<file path="config.mk">
export PLATFORM = sky130hd
export DESIGN_NAME = sevenseg_scan_decoder
export DESIGN_NICKNAME = d
export VERILOG_FILES = /design/src/rtl/sevenseg_pkg.sv /design/src/rtl/sevenseg_pattern_decode.sv /design/src/rtl/sevenseg_scan_decoder.sv
export SDC_FILE = /design/constraint.sdc
export NUM_CORES = 1
export LEC_CHECK = 0
export ABC_AREA = 1
export BUFFER_PORTS_ARGS = -buffer_cell sky130_fd_sc_hd__buf_2
export CAP_MARGIN = 25
export CORE_ASPECT_RATIO = 0.5
export CORE_MARGIN = 2
export CORE_UTILIZATION = 35
export DETAILED_ROUTE_END_ITERATION = 16
export HOLD_SLACK_MARGIN = 0.08
export SETUP_SLACK_MARGIN = 0.1
export SYNTH_ARGS = -nofsm -noshare
export SYNTH_HDL_FRONTEND = slang
export SYNTH_SLANG_ARGS = --single-unit
export TNS_END_PERCENT = 50
</file>
<file path="constraint.sdc">
create_clock -name i_w_clk -period 1.6 [get_ports i_w_clk]
set_input_delay 0.08 -clock i_w_clk [delete_from_list [all_inputs] [get_ports i_w_clk]]
set_output_delay 0.08 -clock i_w_clk [all_outputs]
set_load 0.02 [all_outputs]
</file>
<file path="src/rtl/sevenseg_pkg.sv">
// Shared seven-segment definitions: hex glyph table, scan-decoder state codes
// and small helpers for the active-low anode bus.
package sevenseg_pkg;

    // Active-high {g,f,e,d,c,b,a} glyphs for 0..F; index 15 sits in the top slice.
    localparam logic [15:0][6:0] SEG_HEX = {
        7'h71, 7'h79, 7'h5E, 7'h39, 7'h7C, 7'h77, 7'h6F, 7'h7F,
        7'h07, 7'h7D, 7'h6D, 7'h66, 7'h4F, 7'h5B, 7'h06, 7'h3F
    };

    localparam logic [1:0] IDLE    = 2'd0;
    localparam logic [1:0] SETTLE  = 2'd1;
    localparam logic [1:0] CAPTURE = 2'd2;
    localparam logic [1:0] HOLD    = 2'd3;

    function automatic logic onehot_low(input logic [3:0] an);
        logic [3:0] a;
        a = ~an;
        return (a != 4'h0) && ((a & (a - 4'd1)) == 4'h0);
    endfunction

    function automatic logic [1:0] an_index(input logic [3:0] an);
        logic [1:0] idx;
        idx = 2'd0;
        for (int i = 0; i < 4; i++) begin
            if (!an[i]) idx = 2'(i);
        end
        return idx;
    endfunction

endpackage

</file>
<file path="src/rtl/sevenseg_pattern_decode.sv">
// Combinational glyph decoder: raw active-low cathode pattern -> hex value,
// blank flag and a hit flag (pattern is a known glyph or fully blank).
module sevenseg_pattern_decode
    import sevenseg_pkg::*;
(
    input  logic [6:0] seg_raw_i,
    output logic       hit_o,
    output logic [3:0] value_o,
    output logic       blank_o
);

    always_comb begin
        hit_o   = 1'b0;
        value_o = 4'h0;
        blank_o = 1'b0;
        if (seg_raw_i == 7'h7F) begin
            hit_o   = 1'b1;
            blank_o = 1'b1;
        end else begin
            for (int i = 0; i < 16; i++) begin
                if (~seg_raw_i == SEG_HEX[i]) begin
                    hit_o   = 1'b1;
                    value_o = 4'(i);
                end
            end
        end
    end

endmodule

</file>
<file path="src/rtl/sevenseg_scan_decoder.sv">
// Monitors a multiplexed 4-digit seven-segment bus, filters scan-transition
// bleeding and publishes coherent frames of digits, decimal points and blanks.
module sevenseg_scan_decoder
    import sevenseg_pkg::*;
#(
    parameter int STABLE_CYCLES  = 16,
    parameter int TIMEOUT_CYCLES = 1048576
) (
    input  logic        i_w_clk,
    input  logic        i_w_reset_n,
    input  logic [3:0]  i_w_AN,
    input  logic [6:0]  i_w_SEG,
    input  logic        i_w_DP,
    output logic [15:0] o_r_digits,
    output logic [3:0]  o_r_dp,
    output logic [3:0]  o_r_blank,
    output logic        o_r_frameValid,
    output logic        o_r_segError,
    output logic        o_r_stale
);

    localparam int SW = $clog2(STABLE_CYCLES + 1);
    localparam int TW = $clog2(TIMEOUT_CYCLES + 1);

    logic [11:0]      sync1_q, sync2_q, ref_q;
    logic [1:0]       state_q;
    logic [SW-1:0]    cnt_q, cnt_d;
    logic [TW-1:0]    tmo_q;
    logic [3:0][3:0]  shd_digit_q;
    logic [3:0]       shd_dp_q, shd_blank_q, seen_q, seen_d, cap_bit;
    logic             frame_pend_q;
    logic [15:0]      digits_q;
    logic [3:0]       dp_q, blank_q;
    logic             frame_q;

    logic             one_low, capture, dec_hit, dec_blank;
    logic [3:0]       dec_value;
    logic [1:0]       slot;

    assign one_low = onehot_low(sync2_q[11:8]);
    assign capture = (state_q == CAPTURE);
    assign slot    = an_index(ref_q[11:8]);
    assign cap_bit = capture ? (4'b0001 << slot) : 4'b0000;
    assign cnt_d   = (cnt_q == SW'(STABLE_CYCLES)) ? cnt_q : cnt_q + 1'b1;
    // A frame publish clears seen; a capture in the same cycle lands after the clear.
    assign seen_d  = (frame_pend_q ? 4'h0 : seen_q) | cap_bit;

    sevenseg_pattern_decode u_decode (
        .seg_raw_i (ref_q[7:1]),
        .hit_o     (dec_hit),
        .value_o   (dec_value),
        .blank_o   (dec_blank)
    );

    always_ff @(posedge i_w_clk or negedge i_w_reset_n) begin
        if (!i_w_reset_n) begin
            sync1_q <= '0;
            sync2_q <= '0;
            ref_q   <= '0;
            state_q <= IDLE;
            cnt_q   <= '0;
        end else begin
            sync1_q <= {i_w_AN, i_w_SEG, i_w_DP};
            sync2_q <= sync1_q;
            case (state_q)
                IDLE: if (one_low) begin
                    state_q <= SETTLE;
                    ref_q   <= sync2_q;
                    cnt_q   <= SW'(1);
                end
                SETTLE: if (!one_low) begin
                    state_q <= IDLE;
                end else if (sync2_q != ref_q) begin
                    ref_q <= sync2_q;
                    cnt_q <= SW'(1);
                end else begin
                    cnt_q <= cnt_d;
                    if (cnt_d == SW'(STABLE_CYCLES)) state_q <= CAPTURE;
                end
                CAPTURE: state_q <= HOLD;
                // Leaving through IDLE keeps one scan step from being captured twice.
                HOLD: if (sync2_q != ref_q) state_q <= IDLE;
                default: state_q <= IDLE;
            endcase
        end
    end

    always_ff @(posedge i_w_clk or negedge i_w_reset_n) begin
        if (!i_w_reset_n) begin
            tmo_q        <= '0;
            shd_digit_q  <= '0;
            shd_dp_q     <= '0;
            shd_blank_q  <= '0;
            seen_q       <= '0;
            frame_pend_q <= 1'b0;
            digits_q     <= '0;
            dp_q         <= '0;
            blank_q      <= '0;
            frame_q      <= 1'b0;
        end else begin
            if (capture)
                tmo_q <= '0;
            else if (tmo_q != TW'(TIMEOUT_CYCLES))
                tmo_q <= tmo_q + 1'b1;

            if (capture) begin
                shd_dp_q[slot] <= ~ref_q[0];
                if (dec_hit) begin
                    shd_digit_q[slot] <= dec_value;
                    shd_blank_q[slot] <= dec_blank;
                end
            end
            seen_q       <= seen_d;
            frame_pend_q <= capture && (seen_d == 4'hF);

            frame_q <= frame_pend_q;
            if (frame_pend_q) begin
                digits_q <= shd_digit_q;
                dp_q     <= shd_dp_q;
                blank_q  <= shd_blank_q;
            end
        end
    end

    assign o_r_digits     = digits_q;
    assign o_r_dp         = dp_q;
    assign o_r_blank      = blank_q;
    assign o_r_frameValid = frame_q;
    assign o_r_segError   = capture && !dec_hit;
    assign o_r_stale      = (tmo_q == TW'(TIMEOUT_CYCLES));

endmodule

</file>
==> results of run 1 <==
[sequential cells by signal, summed over array words and instances, names as in the netlist, named ones only]
register	flops
tmo_q	21
o_r_digits	16
shd_digit_q	16
ref_q	12
sync1_q	12
sync2_q	12
cnt_q	5
o_r_blank	4
o_r_dp	4
seen_q	4
shd_blank_q	4
shd_dp_q	4
frame_pend_q	1
o_r_frameValid	1
state_q	1
[cells by family after synthesis]
group	share of synthesized area (%)
AO/OA/AOI/OAI	7.31
AND/OR/NAND/NOR	28.6
buffers and inverters	6.82
XOR/XNOR	0.823
flip-flops	55.5
adder cells (fa/ha/maj)	0.941
[worst max-delay path, stage by stage, from the launching register on]
cell      delay (ns)
dfrtp_2         0.44
nor2_4          0.06
nand2_2         0.13
nor2_4          0.06
nand3b_1        0.20
nor2_4          0.16
nand3_4         0.10
nor2_4          0.10
buf_6           0.12
[repair_timing]
item / 4_1_cts / 5_1_grt
gates cloned: 4 / 3
endpoints found under the hold margin: 130 / 0
buffers inserted: 25 / 6
gates resized for setup: 82 / 81
pin swaps: 32 / 21
setup endpoints to repair: 53 / 58
hold buffers: 13 / 0
[placed cells by master, fill, tap and decap left out, types with 14 or more instances in the layout]
cell type / instances
a21oi_1: 17
buf_2: 37
buf_4: 76
clkbuf_16: 19
dfrtp_1: 109
inv_1: 57
inv_2: 21
nand2_1: 205
nand2_2: 21
nand3_1: 22
nor2_1: 33
o21ai_0: 14
o21ai_1: 27
[worst min path at each step]
stage,slack (ns),endpoint,cells after the start,from
2_1_floorplan,-0.22,async pin,0,i_w_reset_n
3_3_place_gp,0.03,tmo_q[20],1,i_w_reset_n
3_5_place_dp,0.04,tmo_q[20],1,i_w_reset_n
4_1_cts,0.14,tmo_q[20],2,i_w_reset_n
5_1_grt,0.18,tmo_q[20],2,i_w_reset_n
6_report,0.15,tmo_q[20],2,i_w_reset_n
[per-stage QoR]
step,area [um2],std cells,power [uW],hold slack (ns),utilization [%]
global placement,6210,927,6480,0.0313,42.3
finish,7760,1010,11600,0.153,53.0
CTS,7460,1001,11200,0.144,50.9
global route,7760,1010,12200,0.177,53.0
detailed placement,6210,927,6550,0.0351,42.3
floorplan,5360,643,5530,-0.216,-
[layer usage]
| metal | wire, um | share of wire [%] | up-vias | global-route usage, % |
|---|---|---|---|---|
| li1 | - | - | 2360 | - |
| met1 | 6170 | 48 | 2215 | 22.5 |
| met2 | 6030 | 46 | 101 | 25.4 |
| met3 | 483 | 3.7 | 29 | 3.77 |
| met4 | 291 | 2.2 | 0 | 6.30 |
| met5 | 0 | 0 | - | 0 |
[cell type report]
cell class	count	area (um2)
clock inverters	12	118
multi-input cells	438	2510
fillers	1307	6900
clock buffers	20	467
repair buffers	145	1160
flip-flops and latches	118	2960
inverters	79	299
well taps	198	248
[cells in the mapped netlist]
cell | instances | area, um2
nand3_2 | 2 | 20.0
inv_1 | 72 | 270
buf_6 | 1 | 11.3
nand4_1 | 9 | 56.3
nand3_1 | 33 | 165
buf_2 | 2 | 10.0
and2_1 | 1 | 6.26
nor3_1 | 9 | 45.0
clkbuf_1 | 5 | 18.8
buf_4 | 3 | 22.5
o21ai_0 | 46 | 230
inv_2 | 7 | 26.3
o221a_2 | 1 | 11.3
nor4_1 | 5 | 31.3
buf_1 | 1 | 3.75
nand2_2 | 4 | 25.0
o21ai_1 | 3 | 15.0
a31oi_1 | 3 | 18.8
nand2_1 | 229 | 860
a21oi_1 | 17 | 85.1
xnor2_1 | 2 | 17.5
dfrtp_1 | 118 | 2950
xor2_1 | 3 | 26.3
nor3_2 | 2 | 20.0
o22ai_1 | 1 | 6.26
nor2_2 | 1 | 6.26
nand3b_1 | 1 | 7.51
nor2_4 | 6 | 67.6
o21a_1 | 1 | 7.51
ha_1 | 4 | 50.1
a21o_1 | 1 | 7.51
nor2_1 | 46 | 173
nand2_4 | 2 | 22.5
nand3_4 | 1 | 17.5
o31ai_1 | 1 | 7.51
[power by group through the flow]
stage                     Combinational (uW)  Clock (uW)  Sequential (uW)
after floorplan                         1670           0             3860
after global placement                  2600           0             3890
after detailed placement                2640           0             3910
after CTS                               3500        3780             3900
after global routing                    4260        3930             3990
final                                   3910        3720             3920
==> reports/qor.yml, run 1 <==
outcome:
  status: "finished with violations"
  violations: "setup timing"
floorplanning:
  die_area_um2: 16300
  dieHeight_um: 91.2
  start_util_pct: 36.3
  die_width_um: 178
  row_count: 31
  io_pins: 41
  core_um2: 14700
critical_path:
  timing.rr.start: "ref_q[5]"
  worstSetupEndpointType: "primary output"
  r2r-end: "shd_digit_q[9]"
  cp-startpoint: "ref_q[1]"
  required_ns: 1.52
  critPathMaxFanout: 7
  ff2ff_setup_slack_ns: -0.24
  critical_path_class: "reg -> out"
  r2r_cells: 11
  startpoint_type: "flop"
  crit_path_end: "o_r_segError"
  crit_arrival_ns: 1.79
layout:
  drive_above_1_share_pct: 35.7
  area_growth_pct: 45.9
  antennaDiodeCount: 0
  fin_nets: 817
drt:
  drc: 0
  ant_nets: 0
  first_iter_violations: 254
  routed_wl_mm: 13.0
  wl_per_cell_um: 12.8
  drtPass1Iterations: 5
  via_count: 4705
  post_drt_via_cell_ratio: 4.66
synthesis:
  synth.avg_cell_area_um2: 8.28
  ys_seq_area_share_pct: 55.5
  netlist_area_um2: 5320
  synth_nets: 661
  synth.distinct_cells: 35
  synth_seq_cells: 118
  syn_inst: 643
  synth_warnings: 0
placement:
  pre_cts_slack_ns: -0.147
  dpl.hpwl_mm: 8.05
  numPortBuffers: 40
  gp_congestion: 0.891
clock_tree:
  clkTransAtPathRegs_ns: 0.06
  tritoncts.num_buffers: 17
  clock_sinks: 118
  clkLatencyLatePin_ns: 0.40
  cts_tree: "built"
  ctsRootBufferMaster: "clkbuf_16"
  cts_max_level: 4
  clock_path_buffers: 2
sta:
  rsz0062_at_grt: "yes"
  finalCriticalPeriod_ns: 1.87
  fmax_mhz: 534
  setup_tns_ns: -6.52
  worstMarginPinSlew_ns: 0.521
  finalClockSkew_ns: 0.00937
  final_hold_viol_count: 0
  post-route-period-util_pct: 117
  slew_violations: 0
  setup_violations: 40
  setup_ws_ns: -0.272
  max-slew-margin-rel_pct: 65.0
power_and_ir_drop:
  clkPwrFrac_pct: 32.2
  p_comb_share_pct: 33.8
  power_density_nw_per_um2: 1490
  total_leakage_power_uw: 0.00398
  p_sw_share_pct: 35.1
  p_switching_uw: 4060
  ir_worst_vdd_mv: 1.04
  p_int_uw: 7490
  sequentialPowerShare_pct: 33.9
global_routing:
  grtUsageTotal_pct: 16.5
  grt_pass1_vias: 4563
  grt_overflow: 0
  grt_start_max_net_pins: 52
  antenna_found_initial: 0
  grt_pass1_wl_mm: 21.4
flow_run:
  drv_cap: 0
min_path:
  holdCritPathClass: "in -> async"
Note: power is estimated with default switching activity, not from simulation.
==> run 2: changes to the inputs <==
--- a/config.mk
+++ b/config.mk
@@ -8,11 +8,13 @@
 export ABC_AREA = 1
 export BUFFER_PORTS_ARGS = -buffer_cell sky130_fd_sc_hd__buf_2
 export CAP_MARGIN = 25
-export CORE_ASPECT_RATIO = 0.5
+export CORE_ASPECT_RATIO = 1.2
 export CORE_MARGIN = 2
 export CORE_UTILIZATION = 35
+export CTS_BUF_LIST = sky130_fd_sc_hd__clkbuf_16
 export DETAILED_ROUTE_END_ITERATION = 16
 export HOLD_SLACK_MARGIN = 0.08
+export RECOVER_POWER = 100
 export SETUP_SLACK_MARGIN = 0.1
 export SYNTH_ARGS = -nofsm -noshare
 export SYNTH_HDL_FRONTEND = slang
==> run 2 against run 1 <==
  * The run still ends with setup timing left
  * Register-to-register slack gained 0.02 ns
  * Total power shrank 3.2%
  * Global-route usage shrank 1.0 points
  * Combinational power shrank 12%
  * Maximum frequency shrank 0.89%
  * Clock power grew 3%
  * Largest cell class unchanged
  * Highest routed layer unchanged
==> reports/qor.yml, run 2 (synthesis results as in run 1) <==
power_and_ir_drop:
  power_density_nw_per_um2: 1510  # +1.6%
  total_leakage_power_uw: 0.00377  # -5.3%
  ir_worst_vdd_mv: 0.645  # -38%
critical_path:
  timing.rr.start: "ref_q[1]"
  max_stage_delay_ns: 0.44  # about the same
  r2r-end: "ref_q[2]"
  crit_arrival_ns: 1.81  # +0.02 ns
  startpoint_type: "flop"
  worstSetupEndpointType: "primary output"
  worst-path-buf-inv: 2  # +1
  path_depth: 9  # +1
  critPathMaxFanout: 7  # unchanged
  slowest_stage: "dfrtp_2"
  required_ns: 1.52  # about the same
  critical_path_class: "reg -> out"
  r2r_cells: 11  # unchanged
  cpLargestDelayFamily: "simple AND/OR/NAND/NOR gates"
  ff2ff_setup_slack_ns: -0.22  # +0.02 ns
  path_cells: "buf_6 > nand2_1 > nor2_1 > nand2_1 > nand3_2 > nor2_4 > nand3_4 > nor2_4 > buf_6"
sta:
  rsz0062_at_grt: "yes"
  worstMarginPinSlew_ns: 1.01  # +0.487 ns
  slew_violations: 0  # unchanged
  setup_violations: 43  # +7.5%
  max-slew-margin-rel_pct: 32.8  # -32 points
  finalClockSkew_ns: 0.00793  # -0.00144 ns
  post-route-period-util_pct: 118  # +1.1 points
  hold_ws_ns: 0.301  # +0.149 ns
  finalCriticalPeriod_ns: 1.89  # +0.0169 ns
  setup_tns_ns: -7.18  # -0.651 ns
  setup_ws_ns: -0.289  # -0.0169 ns
  final_hold_viol_count: 0  # unchanged
  fmax_mhz: 529  # -0.89%
floorplanning:
  die_width_um: 117  # -35%
  core_um2: 15000  # +2.0%
  io_pins: 41  # unchanged
  dieHeight_um: 139  # +53%
  start_util_pct: 35.6  # -0.72 points
  die_area_um2: 16200  # -0.35%
  row_count: 49  # +58%
clock_tree:
  clock_sinks: 118  # unchanged
  tritoncts.num_buffers: 17  # unchanged
  clkTransAtPathRegs_ns: 0.05  # about the same
  cts_max_level: 4  # unchanged
  clock_path_buffers: 2  # unchanged
  cts_tree: "built"
  clkLatencyLatePin_ns: 0.41  # about the same
  ctsRootBufferMaster: "clkbuf_16"
layout:
  area_growth_pct: 39.0
  largest_reg_flops: 21  # unchanged
  drive_above_1_share_pct: 26.5  # -9.2 points
  antennaDiodeCount: 0  # unchanged
  largest-register: "tmo_q"
  layout_common_cells: "216 x nand2_1, 112 x dfrtp_1, 66 x inv_1"
  fin_nets: 800  # -2.1%
  final_common_cell: "nand2_1"
  final_core_util_pct: 49.4  # -3.5 points
drt:
  first_iter_violations: 304  # +20%
  wl_per_cell_um: 12.1  # -5.6%
  post_drt_via_cell_ratio: 4.60  # -1.3%
  drtPass1Iterations: 5  # unchanged
  routed_wl_mm: 12.1  # -6.7%
  ant_nets: 0  # unchanged
  via_count: 4595  # -2.3%
  drc: 0  # unchanged
global_routing:
  grtUsageTotal_pct: 15.4  # -1.0 points
  grt_start_max_net_pins: 40  # -23%
  grt_overflow: 0  # unchanged
  grt_pass1_wl_mm: 19.9  # -7.3%
  antenna_found_initial: 0  # unchanged
  grt_pass1_vias: 4470  # -2.0%
placement:
  gp_congestion: 0.866  # -2.8%
  numPortBuffers: 40  # unchanged
  dpl.hpwl_mm: 8.02  # -0.33%
flow_run:
  drv_cap: 0  # unchanged
min_path:
  hold_depth: 2
  holdCritPathClass: "in -> reg"
  hp-start: "i_w_AN[2]"
  whs_endpoint: "sync1_q[10]"
outcome:
  status: "finished with violations"
  violations: "setup timing"
[run 2: cell types whose count changed in the layout (fill, tap and decap cells not counted), moves of 11 or more]
cell      delta
clkbuf_1    +27
buf_2       -24
buf_4       -18
o21ai_0     +13
o21ai_1     -13
nand2_1     +11
[run 2: per-stage QoR]
| stage | setup slack, ns | total power, uW | instances | cell area (um2) |
|---|---|---|---|---|
| floorplan | 0.0706 | 5530 | 643 | 5360 |
| global placement | -0.0365 | 6350 | 922 | 6120 |
| detailed placement | -0.110 | 6460 | 922 | 6120 |
| CTS | -0.281 | 11000 | 988 | 7230 |
| global route | -0.406 | 11900 | 999 | 7400 |
| finish | -0.289 | 11200 | 999 | 7400 |
[run 2: final cells by class]
cell class	instances	area, um2
Sequential cell	118	2960
Tap cell	204	255
Multi-Input combinational cell	434	2320
Timing Repair Buffer	132	970
Clock buffer	17	425
Fill cell	1439	7560
Clock inverter	15	171
Inverter	79	299
[run 2: how the worst max path moves through the flow]
stage	start	to	slack (ns)
2_1_floorplan	ref_q[1]	shd_digit_q[9]	0.07
3_3_place_gp	ref_q[1]	shd_digit_q[4]	-0.04
3_5_place_dp	ref_q[1]	shd_digit_q[12]	-0.11
4_1_cts	ref_q[3]	o_r_segError	-0.28
5_1_grt	ref_q[4]	o_r_segError	-0.41
6_report	ref_q[4]	o_r_segError	-0.29
[run 2: what timing repair did]
action	in CTS	in global routing
pin swaps	31	24
cloned	0	2
setup endpoints to repair	52	58
buffers inserted	23	9
resized for setup	59	58
hold buffers	13	0
hold endpoints to repair	112	0
[run 2: power breakdown]
group	total (uW)	leakage, uW	switching, uW	internal, uW
logic	3460	0.00193	1940	1520
clock network	3830	0.000309	1270	2550
registers	3900	0.00153	420	3480
[run 2: layer usage]
layer,vias to the layer above,part of all wire [%],track usage (%)
met1,2163,44,19.0
met4,0,2.1,6.56
met3,26,3.7,3.54
li1,2318,-,-
met5,-,0,0
met2,88,50,25.8
==> run 3: changes to the inputs <==
--- a/config.mk
+++ b/config.mk
@@ -18,5 +18,6 @@
 export SETUP_SLACK_MARGIN = 0.1
 export SYNTH_ARGS = -nofsm -noshare
 export SYNTH_HDL_FRONTEND = slang
+export SYNTH_HIERARCHICAL = 1
 export SYNTH_SLANG_ARGS = --single-unit
 export TNS_END_PERCENT = 50
==> run 3 against run 2 <==
  * The flow still finishes with violations (setup timing)
  * Die area up 3.6%
  * Final cell count grew 4.2%
  * Routed wire length grew 2.1%
  * Final area rose by 1.2%
  * Register-to-register slack worse by 0.13 ns
  * Sequential power shrank 18%
  * Maximum frequency decreased by 4.5%
  * Sequential share of layout area down 0.46 points
  * Synthesized cell count up 6.2%
  * Critical path depth fell by 1
  * Critical path type unchanged
  * Critical endpoint unchanged
  * Highest routed layer unchanged
==> reports/qor.yml, run 3 <==
outcome:
  status: "finished with violations"
  violations: "setup timing"
clock_tree:
  clkTransAtPathRegs_ns: 0.06  # about the same
  ctsRootBufferMaster: "clkbuf_16"
  tritoncts.num_buffers: 17  # unchanged
  cts_tree: "built"
  clock_sinks: 118  # unchanged
  cts_max_level: 4  # unchanged
  clkLatencyLatePin_ns: 0.41  # about the same
  clock_path_buffers: 2  # unchanged
critical_path:
  r2r-end: "shd_digit_q[2]"
  crit_arrival_ns: 1.90  # +0.09 ns
  path_cells: "nor3_4 > inv_1 > o21a_1 > nand2_1 > nor2_2 > nand2_2 > nor2_4 > buf_6"
  max_stage_delay_ns: 0.47  # +0.03 ns
  timing.rr.start: "ref_q[7]"
  startpoint_type: "flop"
  worstSetupEndpointType: "primary output"
  critical_path_class: "reg -> out"
  ff2ff_setup_slack_ns: -0.35  # -0.13 ns
  critPathMaxFanout: 7  # unchanged
  slowest_stage: "dfrtp_2"
  r2r_cells: 11  # unchanged
  required_ns: 1.52  # about the same
sta:
  setup_ws_ns: -0.378  # -0.0888 ns
  post-route-period-util_pct: 124  # +5.5 points
  finalClockSkew_ns: 0.00752  # -0.000402 ns
  worstMarginPinSlew_ns: 0.763  # -0.245 ns
  slew_violations: 0  # unchanged
  finalCriticalPeriod_ns: 1.98  # +0.0888 ns
  setup_tns_ns: -7.72  # -0.546 ns
  max-slew-margin-rel_pct: 49.1  # +16 points
  hold_ws_ns: 0.278  # -0.0234 ns
  rsz0062_at_grt: "yes"
  setup_violations: 36  # -16%
  fmax_mhz: 506  # -4.5%
  final_hold_viol_count: 0  # unchanged
placement:
  gp_congestion: 0.813  # -6.2%
  place_inst: 965  # +4.7%
  numPortBuffers: 40  # unchanged
  dpl.hpwl_mm: 8.05  # +0.27%
synthesis:
  muxShareOfSynthArea_pct: 0  # unchanged
  netlist_area_um2: 5520  # +3.7%
  synth.top_cell.area_share_pct: 53.5  # -2.0 points
  synth.avg_cell_area_um2: 8.08  # -2.4%
  synth_area_leaders: "dfrtp_1 54%, nand2_1 16%, inv_1 6.3%"
  yosys.area.top_type: "dfrtp_1"
  synth_fa_ha_area_share_pct: 0.907  # -0.033 points
  synth.most_common_cell: "nand2_1"
  synth_compound_area_share_pct: 8.26  # +0.94 points
  syn_inst: 683  # +6.2%
  synth_edf_count: 0  # unchanged
  synth_warnings: 6  # +6
  synth_nets: 701  # +6.1%
  ys_seq_area_share_pct: 53.5  # -2.0 points
  synth_seq_cells: 118  # unchanged
  synthFlopType: "dfrtp_1"
  yosys.area_share.simple_pct: 29.3  # +0.69 points
  synth_top_family_by_area: "simple AND/OR/NAND/NOR gates"
  synth.distinct_cells: 37  # +5.7%
  synthArstFlopShare_pct: 100  # unchanged
  synthTopCellsByCount: "239 x nand2_1, 118 x dfrtp_1, 92 x inv_1, 54 x nor2_1, 45 x o21ai_0"
  synth_xor_area_share_pct: 0.318  # -0.51 points
layout:
  antennaDiodeCount: 0  # unchanged
  drive_above_1_share_pct: 27.3  # +0.71 points
  final_common_cell: "nand2_1"
  area_growth_pct: 35.7
  final_cells: 1041  # +4.2%
  final_core_util_pct: 48.3  # -1.2 points
  fin_nets: 838  # +4.8%
  layout_common_cells: "217 x nand2_1, 111 x dfrtp_1, 78 x inv_1"
  largest_reg_flops: 21  # unchanged
  largest-register: "tmo_q"
drt:
  routed_wl_mm: 12.4  # +2.1%
  first_iter_violations: 272  # -11%
  drtPass1Iterations: 4  # -1
  wl_per_cell_um: 11.9  # -2.0%
  post_drt_via_cell_ratio: 4.51  # -1.9%
  drc: 0  # unchanged
  via_count: 4699  # +2.3%
  ant_nets: 0  # unchanged
global_routing:
  grt_overflow: 0  # unchanged
  antenna_found_initial: 0  # unchanged
  grt_pass1_wl_mm: 20.2  # +1.4%
  grtUsageTotal_pct: 14.8  # -0.60 points
  grt_pass1_vias: 4494  # +0.54%
  grt_start_max_net_pins: 46  # +15%
floorplanning:
  die_width_um: 119  # +1.8%
  row_count: 50  # +2.0%
  dieHeight_um: 142  # +1.8%
  core_um2: 15500  # +3.7%
  start_util_pct: 35.6  # about the same
  io_pins: 41  # unchanged
  die_area_um2: 16800  # +3.6%
power_and_ir_drop:
  power_density_nw_per_um2: 1040  # -31%
  ir_worst_vdd_mv: 0.783  # +21%
  total_leakage_power_uw: 0.00371  # -1.4%
min_path:
  holdCritPathClass: "in -> async"
flow_run:
  drv_cap: 0  # unchanged
## run 3: cell types whose count changed after synthesis, sizes merged, moves of 6 or more
| cell | previous run | this run |
|---|---|---|
| nor2 | 53 | 63 |
| nand4 | 9 | 19 |
| inv | 79 | 98 |
| o21ai | 49 | 56 |
| nor3 | 11 | 17 |
## run 3: critical path, delay by kind of cell (launching register included)
kind / cells / cell delay (ns)
AOI/OAI and AO/OA: 1 / 0.20
buffers and inverters: 2 / 0.20
DFF: 1 / 0.47
and+or+nand+nor: 5 / 0.61
## run 3: kinds of logic (layout without fill, tap and decap cells)
kind of cell / after synthesis / in the layout
flip-flops: 118 / 118
adder cells (fa/ha/maj): 4 / 4
AND/OR/NAND/NOR: 372 / 375
AO/OA/AOI/OAI: 79 / 79
buffers and inverters: 108 / 255
XOR/XNOR: 2 / 2
## run 3: metal layers
layer	GRT usage [%]	routed length, um	vias to the layer above
li1	-	-	2438
met2	25.9	6380	72
met1	17.4	5300	2165
met4	6.77	301	0
met5	0	0	-
met3	3.42	383	24
## run 3: where the power goes
| group | internal (uW) | leakage (uW) | total [uW] | switching, uW |
|---|---|---|---|---|
| combinational | 409 | 0.00190 | 1020 | 611 |
| sequential | 3080 | 0.00154 | 3210 | 123 |
| clock | 2140 | 0.000265 | 3580 | 1440 |
| total | 5630 | 0.00371 | 7800 | 2170 |
## run 3: area by class of cell
type                            instances  area (um2)
Clock inverter                         15         133
Fill cell                            1505        8030
Tap cell                              208         260
Inverter                               99         382
Sequential cell                       118        2960
Clock buffer                           17         425
Multi-Input combinational cell        460        2430
Timing Repair Buffer                  124         898
## run 3: how the worst max path moves through the flow
stage | start | endpoint | slack [ns] | cells past startpoint
2_1_floorplan | ref_q[6] | shd_blank_q[0] | 0.02 | 10
4_1_cts | ref_q[2] | o_r_segError | -0.28 | 8
5_1_grt | ref_q[7] | o_r_segError | -0.44 | 8
3_3_place_gp | ref_q[4] | shd_blank_q[0] | -0.15 | 13
6_report | ref_q[7] | o_r_segError | -0.38 | 8
3_5_place_dp | ref_q[4] | shd_blank_q[0] | -0.16 | 13
## run 3: stage by stage
step | total power, uW | area [um2] | setup slack [ns]
6_report | 7800 | 7490 | -0.378
5_1_grt | 8160 | 7490 | -0.436
4_1_cts | 7770 | 7320 | -0.280
3_5_place_dp | 4030 | 6340 | -0.162
3_3_place_gp | 4020 | 6340 | -0.155
2_1_floorplan | 3690 | 5560 | 0.0174
## run 3: timing repair
action                                  4_1_cts  5_1_grt
pin swaps                                    19       26
gates resized for setup                      39       59
endpoints found under the setup margin       43       53
endpoints found under the hold margin       130        0
cloned                                        0        4
hold buffers                                 13        0
setup buffers                                23        6
